### config.mk
export PLATFORM = sky130hd
export DESIGN_NAME = uart_rx_frame
export DESIGN_NICKNAME = d
export VERILOG_FILES = /design/src/rtl/uart_pkg.sv /design/src/rtl/uart_rx_sync.sv /design/src/rtl/uart_rx_frame.sv
export SDC_FILE = /design/constraint.sdc
export NUM_CORES = 1
export LEC_CHECK = 0
export BUFFER_PORTS_ARGS = -buffer_cell sky130_fd_sc_hd__clkbuf_2
export CAP_MARGIN = 20
export CELL_PAD_IN_SITES_DETAIL_PLACEMENT = 1
export CELL_PAD_IN_SITES_GLOBAL_PLACEMENT = 2
export CORE_MARGIN = 2
export CORE_UTILIZATION = 42
export CTS_BUF_LIST = sky130_fd_sc_hd__clkbuf_8
export CTS_CLUSTER_DIAMETER = 80
export DETAILED_ROUTE_END_ITERATION = 8
export GPL_ROUTABILITY_DRIVEN = 0
export PLACE_DENSITY_LB_ADDON = 0.1
export SYNTH_ARGS = -nofsm -noshare
export SYNTH_HDL_FRONTEND = slang
export SYNTH_SLANG_ARGS = --single-unit
### constraint.sdc
create_clock -name sys_clk -period 3.35 [get_ports sys_clk]
set_input_delay 0.67 -clock sys_clk [delete_from_list [all_inputs] [get_ports sys_clk]]
set_output_delay 0.67 -clock sys_clk [all_outputs]
set_load 0.01 [all_outputs]
### src/rtl/uart_pkg.sv
`default_nettype none
// ============================================================================
// Module  : uart_pkg
// Purpose : Definitions shared by the UART receiver and transmitter. Holds
//           the frame FSM state encoding and the baud-rate divider helpers.
// Contents:
//   uart_state_e   2-bit FSM state (S_IDLE, S_START, S_DATA, S_STOP)
//   baud_cnt_max   sys_clk cycles per bit  = CLK_FREQ / UART_BPS
//   baud_cnt_half  mid-bit sample offset   = baud_cnt_max / 2
// Revision: 1.0 - initial release
// ============================================================================
package uart_pkg;

  typedef enum logic [1:0] {
    S_IDLE  = 2'd0,
    S_START = 2'd1,
    S_DATA  = 2'd2,
    S_STOP  = 2'd3
  } uart_state_e;

  function automatic int unsigned baud_cnt_max(input int unsigned clk_freq,
                                               input int unsigned uart_bps);
    return clk_freq / uart_bps;
  endfunction

  function automatic int unsigned baud_cnt_half(input int unsigned clk_freq,
                                                input int unsigned uart_bps);
    return baud_cnt_max(clk_freq, uart_bps) / 2;
  endfunction

endpackage : uart_pkg
`default_nettype wire

### src/rtl/uart_rx_sync.sv
`default_nettype none
// ============================================================================
// Module  : uart_rx_sync
// Purpose : Three-flop synchroniser for the asynchronous serial line plus
//           falling-edge (start-edge) detection. Flops reset to 1 (idle line)
//           so that reset release never creates a false start edge.
// Ports   :
//   clk_i         in   1  system clock
//   rst_ni        in   1  asynchronous active-low reset
//   rx_i          in   1  raw serial line
//   rx_sync_o     out  1  second synchroniser stage (used for all sampling)
//   start_edge_o  out  1  third stage high while second stage low
// Revision: 1.0 - initial release
// ============================================================================
module uart_rx_sync (
  input  logic clk_i,
  input  logic rst_ni,
  input  logic rx_i,
  output logic rx_sync_o,
  output logic start_edge_o
);

  // sync_q[0] = rx_s1, sync_q[1] = rx_s2, sync_q[2] = rx_s3
  logic [2:0] sync_q;

  always_ff @(posedge clk_i or negedge rst_ni) begin
    if (!rst_ni) begin
      sync_q <= 3'b111;
    end else begin
      sync_q <= {sync_q[1:0], rx_i};
    end
  end

  assign rx_sync_o    = sync_q[1];
  assign start_edge_o = sync_q[2] & ~sync_q[1];

endmodule : uart_rx_sync
`default_nettype wire

### src/rtl/uart_rx_frame.sv
`default_nettype none
// ============================================================================
// Module  : uart_rx_frame
// Purpose : 8N1 UART receiver. Qualifies the start bit at mid-period, shifts
//           eight data bits LSB first, checks the stop bit. A good frame
//           loads po_data and pulses po_flag for one cycle; a stop bit of 0
//           pulses frame_err for one cycle and discards the byte.
// Config  : UART_RX_MAJORITY_EN - when defined, each bit is the majority of
//           three samples at HALF-1/HALF/HALF+1 with the decision at HALF+1;
//           otherwise a single sample is taken and decided at HALF.
// Ports   :
//   sys_clk    in   1  system clock
//   sys_rst_n  in   1  asynchronous active-low reset
//   rx         in   1  serial line, idle high
//   po_data    out  8  last good byte
//   po_flag    out  1  one-cycle pulse, po_data updated
//   frame_err  out  1  one-cycle pulse, bad stop bit
//   busy       out  1  FSM not idle
// Revision: 1.0 - initial release
// ============================================================================
module uart_rx_frame #(
  parameter int unsigned UART_BPS = 'd9600,
  parameter int unsigned CLK_FREQ = 'd50_000_000
) (
  input  logic       sys_clk,
  input  logic       sys_rst_n,
  input  logic       rx,
  output logic [7:0] po_data,
  output logic       po_flag,
  output logic       frame_err,
  output logic       busy
);

  import uart_pkg::*;

  localparam int unsigned BAUD_CNT_MAX  = baud_cnt_max(CLK_FREQ, UART_BPS);
  localparam int unsigned BAUD_CNT_HALF = baud_cnt_half(CLK_FREQ, UART_BPS);
  localparam logic [15:0] CNT_LAST      = 16'(BAUD_CNT_MAX - 1);
  localparam logic [15:0] CNT_HALF      = 16'(BAUD_CNT_HALF);

  logic        rx_s2;
  logic        start_edge;

  uart_state_e state_q;
  logic [15:0] baud_cnt_q;
  logic [2:0]  bit_cnt_q;
  logic [7:0]  shift_q;
  logic [7:0]  po_data_q;
  logic        po_flag_q;
  logic        frame_err_q;

  logic        baud_wrap;
  logic        sample_now;
  logic        sample_bit;

  uart_rx_sync u_sync (
    .clk_i        (sys_clk),
    .rst_ni       (sys_rst_n),
    .rx_i         (rx),
    .rx_sync_o    (rx_s2),
    .start_edge_o (start_edge)
  );

  assign baud_wrap = (baud_cnt_q == CNT_LAST);

`ifdef UART_RX_MAJORITY_EN
  localparam logic [15:0] CNT_PRE  = 16'(BAUD_CNT_HALF - 1);
  localparam logic [15:0] CNT_POST = 16'(BAUD_CNT_HALF + 1);

  // Early samples at HALF-1 and HALF; the third is rx_s2 itself at HALF+1.
  logic [1:0] maj_q;

  always_ff @(posedge sys_clk or negedge sys_rst_n) begin
    if (!sys_rst_n) begin
      maj_q <= 2'b11;
    end else begin
      if (baud_cnt_q == CNT_PRE)  maj_q[0] <= rx_s2;
      if (baud_cnt_q == CNT_HALF) maj_q[1] <= rx_s2;
    end
  end

  assign sample_now = (baud_cnt_q == CNT_POST);
  assign sample_bit = (maj_q[0] & maj_q[1]) | (maj_q[0] & rx_s2) | (maj_q[1] & rx_s2);
`else
  assign sample_now = (baud_cnt_q == CNT_HALF);
  assign sample_bit = rx_s2;
`endif

  always_ff @(posedge sys_clk or negedge sys_rst_n) begin
    if (!sys_rst_n) begin
      state_q     <= S_IDLE;
      baud_cnt_q  <= 16'd0;
      bit_cnt_q   <= 3'd0;
      shift_q     <= 8'h00;
      po_data_q   <= 8'h00;
      po_flag_q   <= 1'b0;
      frame_err_q <= 1'b0;
    end else begin
      po_flag_q   <= 1'b0;
      frame_err_q <= 1'b0;

      // Counter is held at zero in IDLE so every frame starts from a clean count.
      if (state_q == S_IDLE) begin
        baud_cnt_q <= 16'd0;
      end else if (baud_wrap) begin
        baud_cnt_q <= 16'd0;
      end else begin
        baud_cnt_q <= baud_cnt_q + 16'd1;
      end

      case (state_q)
        S_IDLE: begin
          if (start_edge) state_q <= S_START;
        end
        S_START: begin
          // High at mid-start means the falling edge was a glitch.
          if (sample_now && sample_bit) begin
            state_q <= S_IDLE;
          end else if (baud_wrap) begin
            state_q   <= S_DATA;
            bit_cnt_q <= 3'd0;
          end
        end
        S_DATA: begin
          if (sample_now) shift_q <= {sample_bit, shift_q[7:1]};
          if (baud_wrap) begin
            if (bit_cnt_q == 3'd7) state_q <= S_STOP;
            else                   bit_cnt_q <= bit_cnt_q + 3'd1;
          end
        end
        S_STOP: begin
          // Leave at mid-stop so a start edge in the second half is caught.
          if (sample_now) begin
            state_q <= S_IDLE;
            if (sample_bit) begin
              po_data_q <= shift_q;
              po_flag_q <= 1'b1;
            end else begin
              frame_err_q <= 1'b1;
            end
          end
        end
        default: state_q <= S_IDLE;
      endcase
    end
  end

  assign po_data   = po_data_q;
  assign po_flag   = po_flag_q;
  assign frame_err = frame_err_q;
  assign busy      = (state_q != S_IDLE);

endmodule : uart_rx_frame
`default_nettype wire
==> results.md <==
* Synthesized area per cell at 11.5 µm²
* I/O pins at 14
* Residual DRC at 0
* Register area share after synthesis at 54.7%
* DR iter-0 viols at 53
* Chip width at 71.7 µm
* Total power at 0.00116 W
* Wire per inst at 16.4 µm
* Syn nets at 174
* Main combinational cell family by area after synthesis: simple AND/OR/NAND/NOR gates
* Synth Area in XOR/XNOR at 5.91%
* Least-Margin Pin Slew at a little under 0.8 ns
* Slowest cell on crit path: or4b_4
* Lkg Pwr at ~1 nW
* Die area at 5150 µm²
* N_diodes at 0
* Switch Pwr at 0.000316 W
* CP Data Arrival Time at approximately 2.7 ns
* FF-to-FF End: po_data[1]$_DFFE_PN0P_
* Via/cell ratio at 5.51
* Skew-Pair Late Insertion Delay at between 0.2 and 0.3 ns
* Int Pwr at 0.000848 W
* Final std cells w/o fill at 237
* Most common cell on crit path: or4b_4
* Slew HR at 48.1%
* Post-CTS sizing at 0
* Final Critical Period at 2.50 ns
* Post-CTS setup repair buffer count at 0
* CP required at 3.52 ns
* NumNets Final at around 190
* All-Layer GR Usage at 17.4%
* Initial antenna violation count at 0
* Worst hold slack at 0.286 ns
* Synth cell types at 34
* Mapped cell area at 1930 µm²
* RSZ-0062 raised after global routing: no
* Setup_tns at 0 ns
* Placed Cells at 228
* CP max FO at 9
* Inserted Clock Buffers at 5
* Simple-Gate Fraction of Synth Area at 21.8%
* CTS sink count at 42
* Post-CTS Hold Buffers at 0
* Synth-to-Final Area Change at 12.7%
* Final core utilization at 49.5%
* Sequential power share at 52.4%
* Die extent in y at just over 70 µm
* Initial Util at ~44%
* Maximum clock insertion buffer count at 2
* Max-cap violations at 0
* Fmax at 0.401 GHz
* Pre-antenna DRT Iters at 4
* Crit-path cells: or4b_4 -> or4b_4 -> nor3_4 -> mux2_2
* R2r setup slk at 0.85 ns
* Final ANT Viol Nets at 0
* Critical Path Sink Type: flop
* Worst Clk Skew at 0.00909 ns
* FF-to-FF path depth at 4
* Power share of the clock group at 33.1%
* Core Area at 4380 µm²
* Pin count of the biggest net entering global routing at 43
* Adder-Cell Fraction of Synth Area at roughly 2.6%
* Synth Warn # at 0
* Worst r2r src: baud_cnt_q[7]$_DFF_PN0_
* GRT Residual Overflow at 0
* H-tree Lvls at 2
* Compound-cell area share of the yosys netlist at 3.57%
* Ratio of total power to cell area at 536 nW/µm²
* Layout cells sized above 1 at roughly 25%
* Status: finished clean
* Max-slew violation count at 0
* Type of the worst min-delay path: in2async
* Placed wire-length estimate at 2.73 mm
* Kind of critical path: reg2reg
* Vias in the first global route at 1392
* Port buffer count at 13
* Num rows at 24
* DR vias at 1305
* Mux share of post-synthesis cell area at 9.35%
* Clock slew at reported path FFs at around 0.080 ns
* Ratio of final minimum period to clock period at 74.5%
* Slowest stage delay, CP at 0.59 ns
* Gate power share at 14.4%
* CTS tree: built
* Setup violators final at 0
* Final count of hold timing violations at 0
* Clock root buffer: clkbuf_8
* First-pass GRT wire length at between 6 and 7 mm
* Sw frac at between 20% and 30%
* Register bit count reported by yosys at 42
* Synth Instances at around 170
* Routed Wire Length at 3.88 mm
* Crit start category: flop
* Max VDD drop at 0.326 mV
## state kept, by name (all words and copies together), names as in the netlist, named ones only
| signal | flops |
|---|---|
| baud_cnt_q | 16 |
| bit_cnt_q | 3 |
| po_flag | 1 |
| state_q | 1 |
| u_sync.sync_q | 3 |
| po_data | 8 |
| shift_q | 8 |
| frame_err | 1 |
## metal layers
layer,wire [µm],track usage (%)
met4,36,3.98
met3,91,4.36
met5,0,0
met2,1830,27.4
met1,1920,24.6
## stage by stage
stage	setup slack, ns	instance area [µm²]
floorplan	1.02	1930
global placement	0.893	2040
detailed placement	0.851	2040
CTS	0.840	2150
global route	0.701	2170
finish	0.855	2170
## worst max-delay path: cells and delay by family (launching register included)
family	cells	cell delay, ns
flops	1	0.45
mux	1	0.39
simple gates	3	1.54
## power groups by stage
stage	sequential, W	clock, W	combinational (W)
finish	0.000610	0.000386	0.000168
global route	0.000618	0.000422	0.000196
CTS	0.000610	0.000403	0.000168
detailed placement	0.000618	0	0.000167
global placement	0.000617	0	0.000162
floorplan	0.000595	0	0.000138
## placed cells by master (no fill, tap or decap), types with 5 or more instances in the layout
cell type / instances
clkbuf_2: 13
clkbuf_8: 5
dfrtp_1: 39
inv_1: 7
mux2_2: 16
nand2_1: 8
nand3_1: 11
nor2_1: 19
nor3_1: 5
nor4_1: 5
xnor2_1: 11
## kinds of logic after synthesis
logic type / after synthesis
DFF: 42
buffers and inverters: 10
and+or+nand+nor: 71
adders and majority gates: 4
muxes: 16
xor gates and xnor gates: 13
AOI/OAI and AO/OA: 11
## synth_stat cells
library cell | n | area, µm²
nor3_1 | 5 | 25.0
or3b_2 | 1 | 8.76
o31a_1 | 1 | 8.76
or4bb_1 | 2 | 22.5
o32ai_1 | 1 | 8.76
or4b_4 | 2 | 27.5
inv_1 | 6 | 22.5
nor4b_1 | 1 | 8.76
and3_1 | 1 | 6.26
o21ai_0 | 4 | 20.0
clkbuf_1 | 3 | 11.3
buf_2 | 1 | 5.00
nor3_4 | 2 | 32.5
nand2_1 | 8 | 30.0
dfstp_2 | 3 | 78.8
nand4_1 | 4 | 25.0
and3b_1 | 1 | 8.76
xnor2_1 | 11 | 96.3
nand4b_1 | 2 | 17.5
nor4_1 | 5 | 31.3
a311oi_1 | 1 | 8.76
nand3_1 | 11 | 55.1
or3_1 | 2 | 12.5
a21oi_1 | 3 | 15.0
a21o_1 | 1 | 7.51
nor2_1 | 19 | 71.3
and2_1 | 1 | 6.26
mux2_2 | 16 | 180
ha_1 | 4 | 50.1
xor2_1 | 2 | 17.5
or4_1 | 2 | 15.0
or2_2 | 1 | 6.26
dfrtp_1 | 39 | 976
nor4bb_1 | 1 | 10.0
## layout make-up
type | count | area [µm²]
Fill cell | 475 | 2210
Sequential cell | 42 | 1050
Multi-Input combinational cell | 115 | 833
Timing Repair Buffer | 14 | 85.1
Clock buffer | 5 | 68.8
Tap cell | 52 | 65.1
Clock inverter | 3 | 41.3
Inverter | 6 | 22.5
## worst max-delay path by stage
stage,slack [ns],endpoint,depth (start not counted),from
global placement,0.89,po_data[0]$_DFFE_PN0P_,4,baud_cnt_q[7]$_DFF_PN0_
finish,0.85,po_data[1]$_DFFE_PN0P_,4,baud_cnt_q[7]$_DFF_PN0_
floorplan,1.02,po_data[0]$_DFFE_PN0P_,4,baud_cnt_q[7]$_DFF_PN0_
detailed placement,0.85,po_data[1]$_DFFE_PN0P_,4,baud_cnt_q[7]$_DFF_PN0_
CTS,0.84,baud_cnt_q[9]$_DFF_PN0_,5,baud_cnt_q[0]$_DFF_PN0_
global route,0.70,baud_cnt_q[9]$_DFF_PN0_,5,baud_cnt_q[0]$_DFF_PN0_
(Power assumes the default switching activity.)
